<file path="config.mk">
export PLATFORM = sky130hd
export DESIGN_NAME = hazard_stall_ctrl_flat
export DESIGN_NICKNAME = d
export VERILOG_FILES = /design/src/rtl/hazard_stall_ctrl_if.sv /design/src/rtl/hazard_stall_ctrl.sv /design/src/flat_wrapper.sv
export SDC_FILE = /design/constraint.sdc
export NUM_CORES = 1
export LEC_CHECK = 0
export BUFFER_PORTS_ARGS = -buffer_cell sky130_fd_sc_hd__buf_2
export CAP_MARGIN = 20
export CELL_PAD_IN_SITES_DETAIL_PLACEMENT = 0
export CELL_PAD_IN_SITES_GLOBAL_PLACEMENT = 1
export CORE_ASPECT_RATIO = 0.5
export CORE_MARGIN = 4
export CORE_UTILIZATION = 41
export CTS_BUF_LIST = sky130_fd_sc_hd__clkbuf_8
export DETAILED_ROUTE_END_ITERATION = 6
export PLACE_DENSITY_LB_ADDON = 0.25
export SLEW_MARGIN = 10
export SYNTH_ARGS = -nofsm -noshare
export SYNTH_HDL_FRONTEND = slang
export SYNTH_SLANG_ARGS = --single-unit
</file>
<file path="constraint.sdc">
create_clock -name CLOCK -period 4.2 [get_ports CLOCK]
set_input_delay 0.63 -clock CLOCK [delete_from_list [all_inputs] [get_ports CLOCK]]
set_output_delay 0.63 -clock CLOCK [all_outputs]
set_load 0.03 [all_outputs]
</file>
<file path="src/rtl/hazard_stall_ctrl_if.sv">
// Interface between the hazard/stall controller and the pipeline registers it sequences.
// The master drives the ID/EX hazard inputs; the slave is the controller.
interface hazard_stall_ctrl_if;
    logic [4:0]  ID_RSAddr;
    logic [4:0]  ID_RTAddr;
    logic        ID_UsesRT;
    logic        ID_MultiCycle;
    logic [1:0]  EX_Mem2RegSEL;
    logic        EX_RegWriteEN;
    logic [4:0]  EX_RTAddr;
    logic        BranchTaken;
    logic        PCWriteEN;
    logic        IFIDWriteEN;
    logic        IFIDFlush;
    logic        IDEXBubble;
    logic        EXBusy;
    logic [15:0] StallCount;

    modport master (
        output ID_RSAddr, ID_RTAddr, ID_UsesRT, ID_MultiCycle,
        output EX_Mem2RegSEL, EX_RegWriteEN, EX_RTAddr, BranchTaken,
        input  PCWriteEN, IFIDWriteEN, IFIDFlush, IDEXBubble, EXBusy, StallCount
    );

    modport slave (
        input  ID_RSAddr, ID_RTAddr, ID_UsesRT, ID_MultiCycle,
        input  EX_Mem2RegSEL, EX_RegWriteEN, EX_RTAddr, BranchTaken,
        output PCWriteEN, IFIDWriteEN, IFIDFlush, IDEXBubble, EXBusy, StallCount
    );
endinterface

</file>
<file path="src/rtl/hazard_stall_ctrl.sv">
// Front-end sequencing for a 5-stage pipeline: load-use stalls, branch flushes,
// multi-cycle EX occupancy, plus a saturating stalled-cycle counter.
module hazard_stall_ctrl #(
    parameter int         MULTI_LATENCY = 4,
    parameter logic [1:0] LOAD_SEL      = 2'b01
) (
    input  logic               CLOCK,
    input  logic               RESET,
    hazard_stall_ctrl_if.slave hz
);

    typedef enum logic {RUN, MULTI} state_t;

    localparam logic [3:0] CNT_INIT = 4'(MULTI_LATENCY - 1);

    state_t      state;
    logic [3:0]  cnt;
    logic [15:0] stall_cnt;

    logic load_use;
    logic pc_we;
    logic ifid_we;
    logic ifid_flush;
    logic idex_bubble;
    logic ex_busy;

    function automatic logic [15:0] sat_inc(input logic [15:0] v);
        return (v == 16'hFFFF) ? v : v + 16'd1;
    endfunction

    assign load_use = (hz.EX_Mem2RegSEL == LOAD_SEL) && hz.EX_RegWriteEN &&
                      (hz.EX_RTAddr != 5'd0) &&
                      ((hz.EX_RTAddr == hz.ID_RSAddr) ||
                       (hz.ID_UsesRT && (hz.EX_RTAddr == hz.ID_RTAddr)));

    // Outputs follow state and inputs directly; reset forces the front end into a flushed hold.
    always_comb begin
        pc_we       = 1'b1;
        ifid_we     = 1'b1;
        ifid_flush  = 1'b0;
        idex_bubble = 1'b0;
        ex_busy     = 1'b0;
        if (RESET) begin
            pc_we       = 1'b0;
            ifid_we     = 1'b0;
            ifid_flush  = 1'b1;
            idex_bubble = 1'b1;
        end else if (state == MULTI) begin
            pc_we       = 1'b0;
            ifid_we     = 1'b0;
            idex_bubble = 1'b1;
            ex_busy     = 1'b1;
        end else if (hz.BranchTaken) begin
            ifid_flush  = 1'b1;
            idex_bubble = 1'b1;
        end else if (load_use) begin
            pc_we       = 1'b0;
            ifid_we     = 1'b0;
            idex_bubble = 1'b1;
        end
    end

    always_ff @(posedge CLOCK or posedge RESET) begin
        if (RESET) begin
            state     <= RUN;
            cnt       <= 4'd0;
            stall_cnt <= 16'd0;
        end else begin
            if (!pc_we)
                stall_cnt <= sat_inc(stall_cnt);
            case (state)
                RUN: begin
                    // A multi-cycle op only issues when nothing higher-priority holds it back.
                    if (!hz.BranchTaken && !load_use && hz.ID_MultiCycle) begin
                        state <= MULTI;
                        cnt   <= CNT_INIT;
                    end
                end
                MULTI: begin
                    if (cnt == 4'd1) begin
                        state <= RUN;
                        cnt   <= 4'd0;
                    end else begin
                        cnt <= cnt - 4'd1;
                    end
                end
                default: begin
                    state <= RUN;
                    cnt   <= 4'd0;
                end
            endcase
        end
    end

    assign hz.PCWriteEN   = pc_we;
    assign hz.IFIDWriteEN = ifid_we;
    assign hz.IFIDFlush   = ifid_flush;
    assign hz.IDEXBubble  = idex_bubble;
    assign hz.EXBusy      = ex_busy;
    assign hz.StallCount  = stall_cnt;

endmodule

</file>
<file path="src/flat_wrapper.sv">
// flat-port wrapper written by rule: the top's interface ports become plain ports
module hazard_stall_ctrl_flat 
#(
    parameter int         MULTI_LATENCY = 4,
    parameter logic [1:0] LOAD_SEL      = 2'b01
)
  (CLOCK, RESET, hz_ID_RSAddr, hz_ID_RTAddr, hz_ID_UsesRT, hz_ID_MultiCycle, hz_EX_Mem2RegSEL, hz_EX_RegWriteEN, hz_EX_RTAddr, hz_BranchTaken, hz_PCWriteEN, hz_IFIDWriteEN, hz_IFIDFlush, hz_IDEXBubble, hz_EXBusy, hz_StallCount);
  hazard_stall_ctrl_if hz_i ();
  input  logic CLOCK;
  input  logic RESET;
  input wire logic [$bits(hz_i.ID_RSAddr)-1:0] hz_ID_RSAddr;
  input wire logic [$bits(hz_i.ID_RTAddr)-1:0] hz_ID_RTAddr;
  input wire logic [$bits(hz_i.ID_UsesRT)-1:0] hz_ID_UsesRT;
  input wire logic [$bits(hz_i.ID_MultiCycle)-1:0] hz_ID_MultiCycle;
  input wire logic [$bits(hz_i.EX_Mem2RegSEL)-1:0] hz_EX_Mem2RegSEL;
  input wire logic [$bits(hz_i.EX_RegWriteEN)-1:0] hz_EX_RegWriteEN;
  input wire logic [$bits(hz_i.EX_RTAddr)-1:0] hz_EX_RTAddr;
  input wire logic [$bits(hz_i.BranchTaken)-1:0] hz_BranchTaken;
  output wire logic [$bits(hz_i.PCWriteEN)-1:0] hz_PCWriteEN;
  output wire logic [$bits(hz_i.IFIDWriteEN)-1:0] hz_IFIDWriteEN;
  output wire logic [$bits(hz_i.IFIDFlush)-1:0] hz_IFIDFlush;
  output wire logic [$bits(hz_i.IDEXBubble)-1:0] hz_IDEXBubble;
  output wire logic [$bits(hz_i.EXBusy)-1:0] hz_EXBusy;
  output wire logic [$bits(hz_i.StallCount)-1:0] hz_StallCount;
  assign hz_i.ID_RSAddr = hz_ID_RSAddr;
  assign hz_i.ID_RTAddr = hz_ID_RTAddr;
  assign hz_i.ID_UsesRT = hz_ID_UsesRT;
  assign hz_i.ID_MultiCycle = hz_ID_MultiCycle;
  assign hz_i.EX_Mem2RegSEL = hz_EX_Mem2RegSEL;
  assign hz_i.EX_RegWriteEN = hz_EX_RegWriteEN;
  assign hz_i.EX_RTAddr = hz_EX_RTAddr;
  assign hz_i.BranchTaken = hz_BranchTaken;
  assign hz_PCWriteEN = hz_i.PCWriteEN;
  assign hz_IFIDWriteEN = hz_i.IFIDWriteEN;
  assign hz_IFIDFlush = hz_i.IFIDFlush;
  assign hz_IDEXBubble = hz_i.IDEXBubble;
  assign hz_EXBusy = hz_i.EXBusy;
  assign hz_StallCount = hz_i.StallCount;
  hazard_stall_ctrl #(.MULTI_LATENCY(MULTI_LATENCY), .LOAD_SEL(LOAD_SEL)) u_core (.CLOCK(CLOCK), .RESET(RESET), .hz(hz_i));
endmodule
</file>
# Word-level counts from Yosys, hierarchy flattened
# Index checks and enable logic that the tools add are counted.
[classes]
shift = 0
multipliers = 0
div = 0
n_reduce_logical = 11
n_eq_ne = 6
mux = 19
addsub = 2
magnitude_cmp = 0
n_bitwise = 3
[ops]
columns = ["op", "count"]
rows = [
  ["16-bit by 1-bit adder with 16-bit output (second input constant)", 1],
  ["16-bit == test (second input constant)", 1],
  ["1-bit 2-to-1 mux", 15],
  ["5-bit == test", 2],
  ["4-bit 2-to-1 mux", 2],
  ["4-bit case mux with 2 select lines", 1],
  ["1-bit logical AND", 6],
  ["5-bit nonzero test", 1],
  ["4-bit by 1-bit == test with 1-bit output (second input constant)", 1],
  ["4-bit by 1-bit subtractor with 4-bit output (second input constant)", 1],
  ["1-bit inverter", 3],
  ["2-bit by 1-bit == test with 1-bit output (second input constant)", 1],
  ["1-bit logical NOT", 2],
  ["2-bit by 1-bit != test with 1-bit output (second input constant)", 1],
  ["1-bit case mux with 2 select lines", 1],
  ["2-bit AND reduction", 1],
  ["1-bit logical OR", 1],
]
[totals]
memories = 0
mem_bits_rw = 0
word_cells = 44
ff_bits = 21
mem_bits_ro = 0
output_inout_bits = 21
latch_bits = 0
inputBits = 23

# Logic depth before layout (Yosys ltp)
[depth]
ltp_word = 10
mapped_depth = 8

# Worst setup path before layout
# No wires, ideal clock.
[synth_path]
path_kind = "input -> output"
from = "in hz_EX_RTAddr[4]"
to = "out hz_PCWriteEN"
arrival_ns = 1.942
setup_slack_ns = 1.628
n_path_buf = 1
path_stages = 6
path_cell_list = "xor2_1 > nor4_1 > a32oi_1 > o31ai_2 > inv_1 > buf_4"
[synth_between]
elab_chain_len = 8
elab_cells_between_ends = 11
cone_classes = "eq/ne: 2; mux: 4; reduce/logical: 5"
[synth_rtl]
columns = ["element", "line_no", "text"]
rows = [
  ["from (decl)", "flat_wrapper.sv:17", "input wire logic [$bits(hz_i.EX_RTAddr)-1:0] hz_EX_RTAddr;"],
  ["5-bit == test", "hazard_stall_ctrl.sv:34", "(hz.ID_UsesRT && (hz.EX_RTAddr == hz.ID_RTAddr)));"],
  ["1-bit logical AND", "hazard_stall_ctrl.sv:34", ""],
  ["1-bit logical OR", "hazard_stall_ctrl.sv:33", "((hz.EX_RTAddr == hz.ID_RSAddr) ||"],
  ["1-bit logical AND (*)", "hazard_stall_ctrl.sv:32", "(hz.EX_RTAddr != 5'd0) &&"],
  ["1-bit 2-to-1 mux (*) (4 in series)", "--", ""],
  ["to (decl)", "flat_wrapper.sv:19", "output wire logic [$bits(hz_i.PCWriteEN)-1:0] hz_PCWriteEN;"],
]
# Mark *: on every way between the ends. The rest lies on a longest branch, timed or not.

# Worst setup path in the final report
[layout_path]
from = "in hz_EX_RTAddr[4]"
to = "out hz_IFIDWriteEN"
[layout_between]
elab_chain_len = 8
elab_cells_between_ends = 11
cone_classes = "eq/ne: 2; mux: 4; reduce/logical: 5"
[layout_rtl]
columns = ["element", "line_no", "text"]
rows = [
  ["5-bit == test", "hazard_stall_ctrl.sv:34", ""],
  ["1-bit logical AND", "hazard_stall_ctrl.sv:34", ""],
  ["1-bit logical OR", "hazard_stall_ctrl.sv:33", ""],
  ["1-bit logical AND (*)", "hazard_stall_ctrl.sv:32", ""],
  ["1-bit 2-to-1 mux (*)", "hazard_stall_ctrl.sv:56", "end else if (load_use) begin"],
  ["1-bit 2-to-1 mux (*)", "hazard_stall_ctrl.sv:53", "end else if (hz.BranchTaken) begin"],
  ["1-bit 2-to-1 mux (*)", "hazard_stall_ctrl.sv:48", "end else if (state == MULTI) begin"],
  ["1-bit 2-to-1 mux (*)", "hazard_stall_ctrl.sv:43", "if (RESET) begin"],
  ["to (decl)", "flat_wrapper.sv:20", "output wire logic [$bits(hz_i.IFIDWriteEN)-1:0] hz_IFIDWriteEN;"],
]
# Marked as above.

==> metrics <==
status=finished clean; register area share after synthesis=42.9%; Vias=roughly 1000; DRT Pass-1 Iters=4; RSZ-0062 raised after global routing=false; Reg2Reg Setup Slack=1.97 ns; antenna cells=0; crit-path max FO=4; clk buf depth=2; Total Nets Final=~200; Fmax=between 300 and 400 MHz; Distinct cells, synth=32; CP startpoint=hz_EX_RTAddr[4]; Num CTS Buffers=3; H-tree levels=1; Gate Count Post-Synth=125; slew at the pin with the worst max-slew slack=0.603 ns; Rel. slew slack=59.8%; Crit-path slowest cell=o31ai_2; final setup violation count=0; worst path bufs/invs=3; post-CTS setup buffer count=0; Worst path depth=7; Yosys warnings=0; fin crit share=63.3%; number of flops mapped to enable cells by yosys=0; worst-case reg-to-reg path depth=6; post-synth top area share=about 43%; final number of hold-violating endpoints=0; crit-path leading delay family=compound AO/OA/AOI/OAI gates; Reg2Reg Launch Point=u_core.hz.StallCount[0]; WL/cell=12.7 um; Most common cell on crit path=buf_2; Core ar.=0.00272 mm2; leading area contributor after synthesis=dfrtp_1; max incr delay on CP=0.33 ns; Post-synth top flop=dfrtp_1; post-CTS resize count=0; die height=46.7 um; CTS tree=built; post-layout min period=2.66 ns; Slew Limit Fails=0; Via-to-Cell Ratio=5.07; Antenna Violating Nets Remaining=0; Setup Skew=0.000988 ns; Leak=0.731 nW; critical path required time=3.57 ns; die area=around 0.004 mm2; first-pass GRT wire length=about 4.3 mm; largest net degree at the start of global routing=22; Root Driver=clkbuf_8; Die X=85.3 um; Final GP Congestion=approximately 0.71; Synth Register Bits=21; mean area per synthesized cell=between 9 and 10 um2; Register Area=about 530 um2; most common cell in the netlist=dfrtp_1; Post-synth ARST share=100%; Crit. End Element=primary output; Starting Density=45.1%; Clock transition at path regs=about 0.070 ns; Worst setup SP type=primary input; crit path DAT=2.03 ns; Port Buf Inserts=43; TNS Setup=0 ns; num rows=13; worst setup path end=hz_IFIDWriteEN; hold_buf cts=0; GRT Util Overall=between 10% and 20%; pwr/cell area=between 500 and 600 mW/mm2; Core Util, Final=55.9%; # fillers=260; Hold Crit Class=in -> async; initial antenna violation count=0; HPWL Detailed=2.07 mm; Routed WL=roughly 2.6 mm; fraction of layout cells with a size suffix above 1=30.6%; crit path kind=in -> out; worst vdd ir=approximately 0.34 mV; global route overflow=0; Commonest cells post-synth=dfrtp_1 (21), xnor2_1 (14), nand4_1 (12), nor2_1 (10), xor2_1 (10); cell area after synthesis=0.00123 mm2; vias in the first global route=around 1000; clk sink count=21; reg2reg end=u_core.hz.StallCount[1]; crit-path cells=buf_2 > xor2_1 > nor4_1 > a32oi_1 > o31ai_2 > inv_1 > buf_2; multi-input logic area=648 um2; area delta synth->final=23.9%; syn_nets=151; Skew-Pair Late Insertion Delay=around 0.26 ns; synth top area cells=dfrtp_1 (43%), xnor2_1 (10%), xor2_1 (7.1%); max-cap viol count=0; initial DRC count=42; DRC viols=0; # IOs=44
[worst reg2reg max path, stage by stage, from the launching register on]
cell and delay, ns:
dfrtp_1 0.43, ha_1 0.27, nand3_1 0.13, nor4b_1 0.08, or3_1 0.36, o22ai_2 0.46, mux2_2 0.40
[state kept, by name (all words and copies together), names as in the netlist]
register and count:
u_core.hz.StallCount 16, u_core.cnt 4, u_core.state 1
[cells in the final DEF, fill, tap and decap left out, types with 2 or more instances in the layout]
master    synthesis  layout
nand3_1           5       5
ha_1              3       3
and3_1            3       3
inv_1             8       8
a32oi_1           3       3
nor3_1            3       3
xor2_1           10      10
nand2_1           8       8
and2_1            2       2
xnor2_1          14      14
buf_2             0      43
o21ai_0           4       4
nand4_1          12      12
or3_1             2       2
clkbuf_8          0       3
dfrtp_1          21      21
nor2_1           10      10
[per-layer routing]
layer / vias up / routed length [um] / GRT usage [%]
li1: 530 / - / -
met2: 36 / 1160 / 23.8
met3: 0 / 213 / 4.82
met1: 483 / 1270 / 17.3
met5: - / 0 / 0
met4: 0 / 0 / 4.10
[power breakdown]
| part | switching [mW] | leakage (nW) | total, mW | internal (mW) |
|---|---|---|---|---|
| logic | 0.217 | 0.435 | 0.350 | 0.133 |
| clock network | 0.0651 | 0.0255 | 0.131 | 0.0660 |
| registers | 0.0709 | 0.270 | 0.330 | 0.259 |
| total | 0.353 | 0.731 | 0.811 | 0.458 |
[layout make-up]
type	count	area share, %
multi-input cells	93	42.7
flip-flops and latches	21	34.6
repair buffers	44	14.7
well taps	37	3.05
clock buffers	3	2.72
inverters	8	1.98
clock inverters	1	0.329
[stage by stage]
stage	hold WS [ns]	power, mW	instances	setup WS [ns]	instance area (um2)
after detailed placement	0.482	0.689	203	1.54	1470
after CTS	0.451	0.821	207	1.53	1520
after global routing	0.488	0.874	207	1.38	1520
after floorplan	0.553	0.594	125	1.63	1230
final	0.439	0.811	207	1.54	1520
after global placement	0.478	0.679	203	1.53	1470
[how the worst min path moves through the flow]
| stage | cells after the start | endpoint | startpoint | slack [ns] |
|---|---|---|---|---|
| floorplan | 2 | u_core.cnt[2] | u_core.cnt[2] | 0.55 |
| global placement | 1 | u_core.hz.StallCount[11] | u_core.hz.StallCount[11] | 0.48 |
| detailed placement | 1 | u_core.hz.StallCount[11] | u_core.hz.StallCount[11] | 0.48 |
| CTS | 3 | u_core.hz.StallCount[9] | RESET | 0.45 |
| global route | 3 | u_core.hz.StallCount[15] | RESET | 0.49 |
| finish | 3 | u_core.state | RESET | 0.44 |
[cell families (layout without fill, tap and decap cells)]
group | after synthesis | count (layout) | synth area share (%)
simple gates | 50 | 50 | 21.5
xor+xnor | 24 | 24 | 17.1
flops | 21 | 21 | 42.9
compound gates | 14 | 14 | 9.29
buf+inv | 11 | 56 | 4.29
fa+ha+maj | 3 | 3 | 3.06
mux | 2 | 2 | 1.84
No activity file was read; power rests on OpenSTA's default activity.
